File: src/rtl/outport_hex_display_pkg.sv
// Shared types and constants for the outport hex display.
// Segment order is {g,f,e,d,c,b,a}, active low.
package outport_hex_display_pkg;

  typedef enum logic [1:0] {
    ST_OFF  = 2'd0,
    ST_GAP  = 2'd1,
    ST_SHOW = 2'd2
  } state_e;

  localparam logic [6:0] SEG_OFF = 7'h7F;

  localparam logic [15:0][6:0] HEX_SEG = {
    7'b0001110,
    7'b0000110,
    7'b0100001,
    7'b1000110,
    7'b0000011,
    7'b0001000,
    7'b0010000,
    7'b0000000,
    7'b1111000,
    7'b0000010,
    7'b0010010,
    7'b0011001,
    7'b0110000,
    7'b0100100,
    7'b1111001,
    7'b1000000
  };

endpackage

File: src/rtl/outport_hex_display_hex.sv
// Nibble to active-low 7-segment pattern.
// Pure table lookup, no state.
module hex_to_seven_seg
  import outport_hex_display_pkg::*;
(
  input  logic [3:0] nib,
  output logic [6:0] seg_n
);

  assign seg_n = HEX_SEG[nib];

endmodule

File: src/rtl/outport_hex_display.sv
// Multiplexed hex display of the CPU outport value.
// Frame-synchronous capture, dead time, leading-zero blanking.
module outport_hex_display
  import outport_hex_display_pkg::*;
#(
  parameter int NUM_DIGITS  = 8,
  parameter int CLK_DIV     = 50000,
  parameter int DEAD_CYCLES = 500
) (
  input  logic                  clk,
  input  logic                  reset,
  input  logic [31:0]           outport_data,
  input  logic                  enable,
  input  logic                  blank_lz,
  output logic [6:0]            seg_n,
  output logic [NUM_DIGITS-1:0] an_n,
  output logic                  update
);

  localparam int SW   = 4 * NUM_DIGITS;
  localparam int CMAX = (CLK_DIV > DEAD_CYCLES)
                        ? CLK_DIV : DEAD_CYCLES;
  localparam int CW   = (CMAX > 1) ? $clog2(CMAX) : 1;
  localparam int DW   = (NUM_DIGITS > 1)
                        ? $clog2(NUM_DIGITS) : 1;

  localparam logic [CW-1:0] GAP_LAST  = CW'(DEAD_CYCLES - 1);
  localparam logic [CW-1:0] SHOW_LAST = CW'(CLK_DIV - 1);
  localparam logic [DW-1:0] DIG_LAST  = DW'(NUM_DIGITS - 1);

  state_e          state_q, state_d;
  logic [DW-1:0]   digit_q, digit_d;
  logic [CW-1:0]   cnt_q, cnt_d;
  logic [SW-1:0]   shadow_q, shadow_d;
  logic [SW-1:0]   frame_val;
  logic            update_d;
  logic            capture;

  logic [NUM_DIGITS-1:0] upper_zero;
  logic [3:0]            nib;
  logic [6:0]            hex_seg;
  logic                  blanked;
  logic                  lit;

  assign frame_val = outport_data[SW-1:0];

  // State, position, counter and shadow registers
  always_ff @(posedge clk) begin
    if (reset) begin
      state_q  <= ST_OFF;
      digit_q  <= '0;
      cnt_q    <= '0;
      shadow_q <= '0;
      update   <= 1'b0;
    end else begin
      state_q  <= state_d;
      digit_q  <= digit_d;
      cnt_q    <= cnt_d;
      shadow_q <= shadow_d;
      update   <= update_d;
    end
  end

  // Scan sequencing; shadow only reloads at a frame boundary
  always_comb begin
    state_d  = state_q;
    digit_d  = digit_q;
    cnt_d    = cnt_q;
    shadow_d = shadow_q;
    capture  = 1'b0;
    unique case (state_q)
      ST_OFF: begin
        if (enable) begin
          state_d = ST_GAP;
          digit_d = '0;
          cnt_d   = '0;
          capture = 1'b1;
        end
      end
      ST_GAP: begin
        if (!enable) begin
          state_d = ST_OFF;
          digit_d = '0;
          cnt_d   = '0;
        end else if (cnt_q == GAP_LAST) begin
          state_d = ST_SHOW;
          cnt_d   = '0;
        end else begin
          cnt_d = cnt_q + CW'(1);
        end
      end
      ST_SHOW: begin
        if (!enable) begin
          state_d = ST_OFF;
          digit_d = '0;
          cnt_d   = '0;
        end else if (cnt_q == SHOW_LAST) begin
          state_d = ST_GAP;
          cnt_d   = '0;
          if (digit_q == DIG_LAST) begin
            digit_d = '0;
            capture = 1'b1;
          end else begin
            digit_d = digit_q + DW'(1);
          end
        end else begin
          cnt_d = cnt_q + CW'(1);
        end
      end
      default: begin
        state_d = ST_OFF;
        digit_d = '0;
        cnt_d   = '0;
      end
    endcase
    update_d = capture && (frame_val != shadow_q);
    if (capture) shadow_d = frame_val;
  end

  // upper_zero[i]: shadow nibbles i..top are all zero
  always_comb begin
    logic acc;
    acc        = 1'b1;
    upper_zero = '0;
    for (int i = NUM_DIGITS - 1; i >= 0; i--) begin
      acc           = acc && (shadow_q[4*i +: 4] == 4'h0);
      upper_zero[i] = acc;
    end
  end

  assign nib = 4'(shadow_q >> {digit_q, 2'b00});

  hex_to_seven_seg u_hex (
    .nib   (nib),
    .seg_n (hex_seg)
  );

  // Moore decode of segments and the single active anode
  always_comb begin
    blanked = blank_lz && (digit_q != '0)
              && upper_zero[digit_q];
    lit     = (state_q == ST_SHOW) && !blanked;
    seg_n   = lit ? hex_seg : SEG_OFF;
    an_n    = '1;
    for (int i = 0; i < NUM_DIGITS; i++) begin
      an_n[i] = !(lit && (digit_q == DW'(i)));
    end
  end

endmodule

File: config.mk
export PLATFORM = sky130hd
export DESIGN_NAME = outport_hex_display
export DESIGN_NICKNAME = d
export VERILOG_FILES = /design/src/rtl/outport_hex_display_pkg.sv /design/src/rtl/outport_hex_display_hex.sv /design/src/rtl/outport_hex_display.sv
export SDC_FILE = /design/constraint.sdc
export NUM_CORES = 1
export LEC_CHECK = 0
export CAP_MARGIN = 20
export CORE_MARGIN = 2
export CORE_UTILIZATION = 30
export CTS_BUF_LIST = sky130_fd_sc_hd__clkbuf_2 sky130_fd_sc_hd__clkbuf_4 sky130_fd_sc_hd__clkbuf_8
export DETAILED_ROUTE_END_ITERATION = 12
export PLACE_DENSITY = 0.49
export SLEW_MARGIN = 15
export SYNTH_ARGS = -nofsm -noshare
export SYNTH_HDL_FRONTEND = slang
export SYNTH_HIERARCHICAL = 1
export SYNTH_SLANG_ARGS = --single-unit
File: constraint.sdc
create_clock -name clk -period 4.4 [get_ports clk]
set_clock_uncertainty 0.2 [all_clocks]
set_input_delay 0.66 -clock clk [delete_from_list [all_inputs] [get_ports clk]]
set_output_delay 0.66 -clock clk [all_outputs]
set_load 0.05 [all_outputs]
==> results of run 1 <==
## path summary, 6_finish.rpt
kind,end
setup / recovery,seg_n[1]
hold / removal,state_q[1]$_SDFFE_PP0P_
setup reg to reg,cnt_q[9]$_SDFFE_PP0P_
hold reg to reg,state_q[1]$_SDFFE_PP0P_
## power by group
| part | internal, uW | total, uW | leakage, uW | switching, uW |
|---|---|---|---|---|
| Sequential | 522 | 567 | 0.000442 | 44.7 |
| Clock | 168 | 338 | 0.0000579 | 170 |
| Combinational | 156 | 369 | 0.000855 | 214 |
## placed cells by master (no fill, tap or decap), drive strengths merged, types with 5 or more instances in the layout
cell type      count
a211oi            16
a21oi             42
buf                9
clkbuf             5
clkdlybuf4s50     48
dfxtp             54
ha                18
inv               10
mux2i              5
mux4               9
nand2             23
nand3             40
nand3b             7
nand4             18
nor2              11
nor4              12
o21ai             42
or4                5
xnor2             42
## through the flow
stage / power [uW] / instances / area [um2] / util [%] / setup WS [ns]
final: 1270 / 598 / 4280 / 37.4 / 0.261
after global routing: 1350 / 598 / 4280 / 37.4 / 0.0296
after CTS: 1290 / 597 / 4270 / 37.3 / 0.0682
after detailed placement: 946 / 589 / 4160 / 36.3 / 0.316
after global placement: 944 / 589 / 4160 / 36.3 / 0.399
after floorplan: 822 / 421 / 3550 / - / 0.585
## logic make-up after synthesis
family	Yosys count
AND/OR/NAND/NOR	135
multiplexers	15
adder cells (fa/ha/maj)	18
buffers and inverters	43
AO/OA/AOI/OAI	110
flip-flops	54
XOR/XNOR	46
## worst max-delay path, stage by stage (launching register included)
cell,delay [ns]
dfxtp_2,0.51
mux4_2,0.55
nand2_1,0.08
nand2_1,0.17
inv_1,0.18
ha_1,0.25
inv_1,0.07
mux2i_1,0.06
a32o_1,0.22
nand3b_1,0.14
clkdlybuf4s50_1,0.73
## metal layers
metal	share of wire, %	routed length [um]	vias to the layer above
met5	0	0	-
met4	1.2	118	0
met3	5.4	546	10
met2	44	4390	85
met1	50	5010	1550
li1	-	-	1612
## repair_timing
| item | in CTS | in global routing |
|---|---|---|
| gates resized for setup | 1 | 2 |
| setup endpoints to repair | 1 | 3 |
| pin swaps | 0 | 0 |
## registers in the layout, summed over array words and instances (netlist names)
name	cells
digit_q	3
shadow_q	32
state_q	2
update	1
cnt_q	16
## area by class of cell
| class | instances | area share (%) |
|---|---|---|
| inverters | 11 | 0.964 |
| multi-input cells | 324 | 53.7 |
| repair buffers | 58 | 13.3 |
| flip-flops and latches | 54 | 25.3 |
| clock buffers | 5 | 1.61 |
| well taps | 143 | 4.18 |
| clock inverters | 3 | 0.935 |
==> impl_metrics.env, run 1 <==
export IMPL_gr_usage_met3_pct=3.16
export IMPL_dp_hpwl_um=7240
export IMPL_synth_area_per_cell_um2=8.44
export IMPL_yosys_area_top_type="dfxtp_1"
export IMPL_maxSlewViolCount=0
export IMPL_cts_buffer_depth=2
export IMPL_gr_max_usage_layer="met1"
export IMPL_cts_setup_buffers=0
export IMPL_drive_above_1_share_pct=7.91
export IMPL_ys_flop_type="dfxtp_1"
export IMPL_leakagePower_uw=0.00135
export IMPL_die_h_um=113
export IMPL_tritoncts="done"
export IMPL_insertion_delay_ns=0.31
export IMPL_grt_start_max_net_pins=55
export IMPL_whs_ns=0.326
export IMPL_yosys_area_top_type_share_pct=30.4
export IMPL_synth_seq_area_share_pct=30.4
export IMPL_track_usage_pct=16.2
export IMPL_critPathRequiredTime_ns=3.54
export IMPL_hold_start="state_q[1]$_SDFFE_PP0P_"
export IMPL_wl_um=10100
export IMPL_end_kind="output port"
export IMPL_synth_top_family_by_area="simple AND/OR/NAND/NOR gates"
export IMPL_holdCritPathClass="flip-flop to flip-flop"
export IMPL_diodes=0
export IMPL_maxCapViolations=0
export IMPL_synthAdderAreaFrac_pct=6.34
export IMPL_r2r_cells=6
export IMPL_grt_pass1_wl_um=16700
export IMPL_finalSetupTns_ns=0
export IMPL_rsz0062_at_grt="no"
export IMPL_async_flop_share_pct=0
export IMPL_synth_mux_area_share_pct=7.54
export IMPL_io_buffers=51
export IMPL_drc=0
export IMPL_clkTransAtPathRegs_ns=0.10
export IMPL_cts_buffers=5
export IMPL_synth_area_um2=3550
export IMPL_io_pins=52
export IMPL_reg2reg_from="cnt_q[0]$_SDFFE_PP0P_"
export IMPL_start_util_pct=31.0
export IMPL_fin_crit_ns=4.14
export IMPL_globalRouteMet2Util_pct=23.9
export IMPL_nNetsFinal=508
export IMPL_h_tree_depth=2
export IMPL_synth_cells=421
export IMPL_startpoint_type="flip-flop"
export IMPL_grt_overflow=0
export IMPL_cts_hold_fix_buffers=0
export IMPL_yosys_warnings=6
export IMPL_place_gp_congestion=0.855
export IMPL_synthXorXnorAreaFrac_pct=11.3
export IMPL_vdd_drop_max_v=0.000110
export IMPL_drt_pass1_iter_count=4
export IMPL_grt_pass1_vias=3098
export IMPL_synth_edff_count=0
export IMPL_multi_input_area_um2=2300
export IMPL_rrSetupSlack_ns=1.61
export IMPL_status="finished clean"
export IMPL_yosys_cell_count_top_type="dfxtp_1"
export IMPL_slew_headroom_pct=30.7
export IMPL_drt_initial_drc_count=373
export IMPL_power_per_cell_area_nw_per_um2=297
export IMPL_critPathArrivalTime_ns=3.28
export IMPL_cts_sinks=54
export IMPL_num_rows=39
export IMPL_critPathLaunch="digit_q[0]$_SDFFE_PP0P_"
export IMPL_viasPerCell=5.45
export IMPL_die_area_um2=12700
export IMPL_die_width_um=113
export IMPL_syn_num_nets=475
export IMPL_fmax_ghz=0.242
export IMPL_yosysUniqueCellTypes=49
export IMPL_grt_util_met1_pct=24.3
export IMPL_setup_viol=0
export IMPL_syn_to_final_growth_pct=20.6
export IMPL_synth_top_cells_by_area="dfxtp_1 (30%), xnor2_1 (10%), ha_1 (6.3%)"
export IMPL_crit_path_max_fanout=9
export IMPL_path_class="flip-flop to output port"
export IMPL_seq_area_um2=1080
export IMPL_synthTopCellsByCount="dfxtp_1 (54), a21oi_1 (42), xnor2_1 (42), nand3_1 (40), o21ai_0 (39)"
export IMPL_synth_compound_area_share_pct=18.0
export IMPL_hold_depth=2
export IMPL_synth_seq_cells=54
export IMPL_fill_cells=1181
export IMPL_cts_root_buf="clkbuf_8"
export IMPL_hold_viol=0
export IMPL_synth_simple_area_share_pct=21.4
export IMPL_vias=3257
export IMPL_grt_antenna_before_repair=0
export IMPL_period_share_pct=94.1
export IMPL_drtAntennaViolNets=0
export IMPL_wl_per_cell_um=16.8
export IMPL_coreArea_um2=11500
export IMPL_worst_pin_slew_ns=1.04
Power figures use the tool's default switching activity.
==> inputs of run 2 (changes only) <==
--- a/config.mk
+++ b/config.mk
@@ -6,10 +6,12 @@
 export NUM_CORES = 1
 export LEC_CHECK = 0
 export CAP_MARGIN = 20
+export CORE_ASPECT_RATIO = 0.7
 export CORE_MARGIN = 2
 export CORE_UTILIZATION = 30
 export CTS_BUF_LIST = sky130_fd_sc_hd__clkbuf_2 sky130_fd_sc_hd__clkbuf_4 sky130_fd_sc_hd__clkbuf_8
 export DETAILED_ROUTE_END_ITERATION = 12
+export HOLD_SLACK_MARGIN = 0.08
 export PLACE_DENSITY = 0.49
 export SLEW_MARGIN = 15
 export SYNTH_ARGS = -nofsm -noshare
==> run 2 against run 1 <==
Net effect:
- flip-flop and latch count stayed put
- global-route usage is 0.21 points higher
- sequential share of layout area about the same
- die area up 0.10%
- cell area about the same
- maximum frequency decreased by 0.45%
- combinational power hardly changed
- count of clock-buffer cells in the layout up 1
- sequential power is essentially flat
- non-clock buffer count down 1
- critical endpoint is now seg_n[2]
- largest power group unchanged
==> impl_metrics.env, run 2 (synthesis gave the netlist of run 1 again) <==
export IMPL_status="finished clean"
export IMPL_crit_path_max_fanout=9
export IMPL_cts_root_buf="clkbuf_8"
export IMPL_grt_antenna_before_repair=0
export IMPL_holdCritPathClass="flip-flop to flip-flop"
export IMPL_fill_cells=1231
export IMPL_coreArea_um2=11600
export IMPL_regMostFlops="shadow_q"
export IMPL_cts_buffers=5
export IMPL_stdcell_count=611
export IMPL_nNetsFinal=507
export IMPL_drive_above_1_share_pct=7.49
export IMPL_dp_cells=603
export IMPL_end_kind="output port"
export IMPL_setup_viol=0
export IMPL_fmax_ghz=0.241
export IMPL_io_pins=52
export IMPL_vdd_drop_max_v=0.000130
export IMPL_clkTransAtPathRegs_ns=0.11
export IMPL_leakagePower_uw=0.00134
export IMPL_wl_per_cell_um=16.6
export IMPL_num_rows=33
export IMPL_maxCapViolations=0
export IMPL_track_usage_pct=16.4
export IMPL_drtAntennaViolNets=0
export IMPL_pre_cts_ws_ns=0.292
export IMPL_crit_path_top_delay_cell="clkdlybuf4s50_1"
export IMPL_tritoncts="done"
export IMPL_rsz0062_at_grt="no"
export IMPL_power_per_cell_area_nw_per_um2=291
export IMPL_die_h_um=95.1
export IMPL_fin_crit_ns=4.16
export IMPL_critPathArrivalTime_ns=3.30
export IMPL_io_buffers=51
export IMPL_path_buf_inv=2
export IMPL_rrSetupSlack_ns=1.63
export IMPL_start_util_pct=30.5
export IMPL_startpoint_type="flip-flop"
export IMPL_grt_pass1_vias=3093
export IMPL_die_area_um2=12700
export IMPL_grt_overflow=0
export IMPL_worst_pin_slew_ns=1.08
export IMPL_insertion_delay_ns=0.30
export IMPL_drc=0
export IMPL_cts_buffer_depth=2
export IMPL_path_delay_family="buffers and inverters"
export IMPL_place_gp_congestion=0.799
export IMPL_wl_um=10100
export IMPL_largest_reg_flops=32
export IMPL_drt_initial_drc_count=234
export IMPL_grt_pass1_wl_um=16700
export IMPL_syn_to_final_growth_pct=20.6
export IMPL_cts_setup_buffers=0
export IMPL_path_class="flip-flop to output port"
export IMPL_reg_largest_list="shadow_q x32, cnt_q x16, digit_q x3"
export IMPL_cpPeakStageDelay_ns=0.75
export IMPL_slew_headroom_pct=28.0
export IMPL_finalSetupTns_ns=0
export IMPL_vias=3229
export IMPL_worst_path_most_repeated_cell="nand2_1"
export IMPL_final_cell_mix="dfxtp_1 (53), clkdlybuf4s50_1 (47), a21oi_1 (42), xnor2_1 (42), nand3_1 (40)"
export IMPL_critPathRequiredTime_ns=3.54
export IMPL_layout_cells_most_common="dfxtp_1"
export IMPL_cts_sinks=54
export IMPL_period_share_pct=94.5
export IMPL_worstPathCellList="mux4_2 -> nand2_1 -> nand2_1 -> inv_1 -> ha_1 -> and2b_2 -> a22o_1 -> nand3b_1 -> clkdlybuf4s50_1"
export IMPL_die_width_um=134
export IMPL_viasPerCell=5.28
export IMPL_grt_start_max_net_pins=55
export IMPL_dp_hpwl_um=7410
export IMPL_diodes=0
export IMPL_cts_hold_fix_buffers=0
export IMPL_hold_viol=0
export IMPL_h_tree_depth=2
export IMPL_maxSlewViolCount=0
export IMPL_worst_slack_ns=0.242
export IMPL_drt_pass1_iter_count=4
==> run 2: area by class of cell <==
cell class,count,area [um2],area share [%]
Clock buffer,6,82.6,1.93
Multi-Input combinational cell,324,2300,53.7
Tap cell,157,196,4.58
Clock inverter,2,16.3,0.380
Timing Repair Buffer,57,566,13.2
Sequential cell,54,1080,25.3
Inverter,11,41.3,0.964
==> run 2: through the flow <==
step / total power, uW / instance area, um2 / utilization [%] / hold slack (ns)
after detailed placement: 948 / 4180 / 35.9 / 0.315
after CTS: 1260 / 4280 / 36.8 / 0.332
after global placement: 946 / 4180 / 35.9 / 0.305
after floorplan: 822 / 3550 / - / 0.283
after global routing: 1320 / 4290 / 36.8 / 0.364
final: 1250 / 4290 / 36.8 / 0.331
==> run 2: layer usage <==
layer | vias to the layer above | share of wire (%) | global-route usage [%]
met2 | 96 | 39 | 23.0
li1 | 1610 | - | -
met4 | 0 | 0.39 | 2.63
met3 | 2 | 8.2 | 3.56
met1 | 1521 | 53 | 25.7
met5 | - | 0 | 0
==> run 2: repair_timing <==
action | 4_1_cts | 5_1_grt
setup endpoints to repair | 2 | 2
gates cloned | 0 | 0
gates resized for setup | 1 | 2
==> run 2: power by group <==
part,internal [uW],switching [uW]
combinational,156,216
sequential,522,45.1
clock,130,177
total,808,437
==> run 2: worst paths after layout <==
kind / depth (start not counted) / to / startpoint
setup / recovery: 9 / seg_n[2] / digit_q[0]$_SDFFE_PP0P_
setup reg to reg: 6 / cnt_q[9]$_SDFFE_PP0P_ / cnt_q[0]$_SDFFE_PP0P_
hold / removal: 2 / state_q[1]$_SDFFE_PP0P_ / state_q[1]$_SDFFE_PP0P_
hold reg to reg: 2 / state_q[1]$_SDFFE_PP0P_ / state_q[1]$_SDFFE_PP0P_
==> run 2: worst min-delay path: cells and delay by family (launching register included) <==
| family | cells | cell delay (ns) |
|---|---|---|
| AOI/OAI and AO/OA | 2 | 0.14 |
| DFF | 1 | 0.35 |
==> inputs of run 3 (changes only) <==
--- a/config.mk
+++ b/config.mk
@@ -12,7 +12,8 @@
 export CTS_BUF_LIST = sky130_fd_sc_hd__clkbuf_2 sky130_fd_sc_hd__clkbuf_4 sky130_fd_sc_hd__clkbuf_8
 export DETAILED_ROUTE_END_ITERATION = 12
 export HOLD_SLACK_MARGIN = 0.08
-export PLACE_DENSITY = 0.49
+export PLACE_DENSITY = 0.47
+export SETUP_SLACK_MARGIN = 0.1
 export SLEW_MARGIN = 15
 export SYNTH_ARGS = -nofsm -noshare
 export SYNTH_HDL_FRONTEND = slang
==> run 3 against run 2 <==
Net effect:
- first-iteration DRC count is 26% lower
- non-clock buffer count stayed put
- count of clock-buffer cells in the layout is the same
- routed wire length grew 2.8%
- cell area rose by 0.41%
==> impl_metrics.env, run 3 (synthesis gave the netlist of run 1 again) <==
export IMPL_status="finished clean"
export IMPL_setup_viol=0
export IMPL_vias=3250
export IMPL_largest_reg_flops=32
export IMPL_reg_largest_list="shadow_q x32, cnt_q x16, digit_q x3"
export IMPL_hold_depth=2
export IMPL_cts_hold_fix_buffers=0
export IMPL_critPathRequiredTime_ns=3.54
export IMPL_slew_headroom_pct=27.4
export IMPL_worst_slack_ns=0.264
export IMPL_grt_overflow=0
export IMPL_seq_power_share_pct=44.0
export IMPL_period_share_pct=94.0
export IMPL_clkTransAtPathRegs_ns=0.11
export IMPL_worst_hold_path_endpoint="state_q[1]$_SDFFE_PP0P_"
export IMPL_clkPwrFrac_pct=27.4
export IMPL_cts_sinks=54
export IMPL_cpPeakStageDelay_ns=0.75
export IMPL_io_pins=52
export IMPL_finalSetupTns_ns=0
export IMPL_diodes=0
export IMPL_critPathArrivalTime_ns=3.28
export IMPL_crit_path_max_fanout=9
export IMPL_place_gp_congestion=0.843
export IMPL_die_h_um=95.1
export IMPL_end_kind="output port"
export IMPL_wl_per_cell_um=17.0
export IMPL_drive_above_1_share_pct=7.49
export IMPL_final_cell_mix="dfxtp_1 (53), clkdlybuf4s50_1 (46), a21oi_1 (42), xnor2_1 (42), nand3_1 (40)"
export IMPL_io_buffers=51
export IMPL_vdd_drop_max_v=0.000146
export IMPL_switchingPower_uw=441
export IMPL_cts_setup_buffers=0
export IMPL_drt_pass1_iter_count=5
export IMPL_fill_cells=1213
export IMPL_track_usage_pct=17.0
export IMPL_maxSlewViolCount=0
export IMPL_pre_cts_ws_ns=0.308
export IMPL_worstPathCellList="mux4_2 -> nand2_1 -> nand2_1 -> ha_1 -> mux2_2 -> a22o_1 -> nand3b_1 -> clkdlybuf4s50_1"
export IMPL_fin_crit_ns=4.14
export IMPL_hold_start="state_q[1]$_SDFFE_PP0P_"
export IMPL_die_area_um2=12700
export IMPL_die_width_um=134
export IMPL_nNetsFinal=507
export IMPL_grt_pass1_wl_um=17100
export IMPL_holdCritPathClass="flip-flop to flip-flop"
export IMPL_worst_path_most_repeated_cell="nand2_1"
export IMPL_power_per_cell_area_nw_per_um2=301
export IMPL_drc=0
export IMPL_num_rows=33
export IMPL_r2r_cells=6
export IMPL_hold_viol=0
export IMPL_regMostFlops="shadow_q"
export IMPL_start_util_pct=30.5
export IMPL_cts_root_buf="clkbuf_8"
export IMPL_grt_pass1_vias=3045
export IMPL_power_frac_comb_pct=28.6
export IMPL_cts_buffers=5
export IMPL_layout_cells_most_common="dfxtp_1"
export IMPL_drtAntennaViolNets=0
export IMPL_swShare_pct=34.0
export IMPL_rsz0062_at_grt="no"
export IMPL_worst_pin_slew_ns=1.09
export IMPL_tritoncts="done"
export IMPL_wl_um=10400
export IMPL_reg2reg_from="cnt_q[0]$_SDFFE_PP0P_"
export IMPL_grt_start_max_net_pins=55
export IMPL_maxCapViolations=0
export IMPL_crit_path_top_delay_cell="clkdlybuf4s50_1"
export IMPL_path_class="flip-flop to output port"
export IMPL_coreArea_um2=11600
export IMPL_grt_antenna_before_repair=0
export IMPL_intPower_uw=855
export IMPL_fmax_ghz=0.242
export IMPL_r2r_end="cnt_q[9]$_SDFFE_PP0P_"
export IMPL_cts_buffer_depth=2
export IMPL_viasPerCell=5.32
export IMPL_syn_to_final_growth_pct=21.1
export IMPL_h_tree_depth=2
export IMPL_leakagePower_uw=0.00135
export IMPL_rrSetupSlack_ns=1.52
export IMPL_final_util_pct=37.0
export IMPL_dp_hpwl_um=7490
export IMPL_startpoint_type="flip-flop"
export IMPL_insertion_delay_ns=0.31
export IMPL_drt_initial_drc_count=172
-- run 3: cell type report --
class                      count  area [um2]  share of cell area [%]
clock inverter                 2        37.5                   0.872
timing repair buffer          57         568                    13.2
clock buffer                   6        76.3                    1.77
inverter                      11        41.3                   0.960
sequential                    54        1080                    25.2
tap                          157         196                    4.57
multi-input combinational    324        2300                    53.5
-- run 3: routing by layer --
layer | global-route usage, % | part of all wire (%)
met4 | 2.98 | 0.52
met2 | 23.2 | 39
met5 | 0 | 0
met3 | 3.83 | 6.0
met1 | 27.0 | 54
-- run 3: worst max path at each step --
| stage | start | end | slack, ns | cells past startpoint |
|---|---|---|---|---|
| after global routing | digit_q[0]$_SDFFE_PP0P_ | seg_n[6] | 0.10 | 8 |
| after CTS | digit_q[0]$_SDFFE_PP0P_ | seg_n[3] | 0.15 | 9 |
| after detailed placement | digit_q[0]$_SDFFE_PP0P_ | seg_n[3] | 0.31 | 9 |
| after global placement | digit_q[0]$_SDFFE_PP0P_ | seg_n[3] | 0.38 | 9 |
| final | digit_q[0]$_SDFFE_PP0P_ | seg_n[6] | 0.26 | 8 |
| after floorplan | digit_q[0]$_SDFFE_PP0P_ | seg_n[0] | 0.58 | 10 |
-- run 3: power by group through the flow --
stage          registers [uW]  logic (uW)  clock network (uW)
2_1_floorplan             563         259                   0
3_3_place_gp              579         373                   0
3_5_place_dp              580         373                   0
4_1_cts                   568         374                 363
5_1_grt                   574         412                 384
6_report                  570         371                 355
-- run 3: stage by stage --
stage | hold slack (ns) | area, um2 | total power, uW | std cells
6_report | 0.328 | 4300 | 1300 | 611
5_1_grt | 0.363 | 4300 | 1370 | 611
4_1_cts | 0.333 | 4300 | 1310 | 611
3_5_place_dp | 0.317 | 4180 | 953 | 603
3_3_place_gp | 0.306 | 4180 | 952 | 603
2_1_floorplan | 0.283 | 3550 | 822 | 421
-- run 3: critical path: cells and delay by family (launching register included) --
kind,cells,cell delay [ns]
and+or+nand+nor,3,0.42
buffers and inverters,1,0.75
AOI/OAI and AO/OA,1,0.17
adders and majority gates,1,0.30
DFF,1,0.52
muxes,2,0.80
-- run 3: repair_timing --
item / CTS / global route
endpoints found under the setup margin: 4 / 3
gates resized for setup: 1 / 3
cloned: 0 / 0
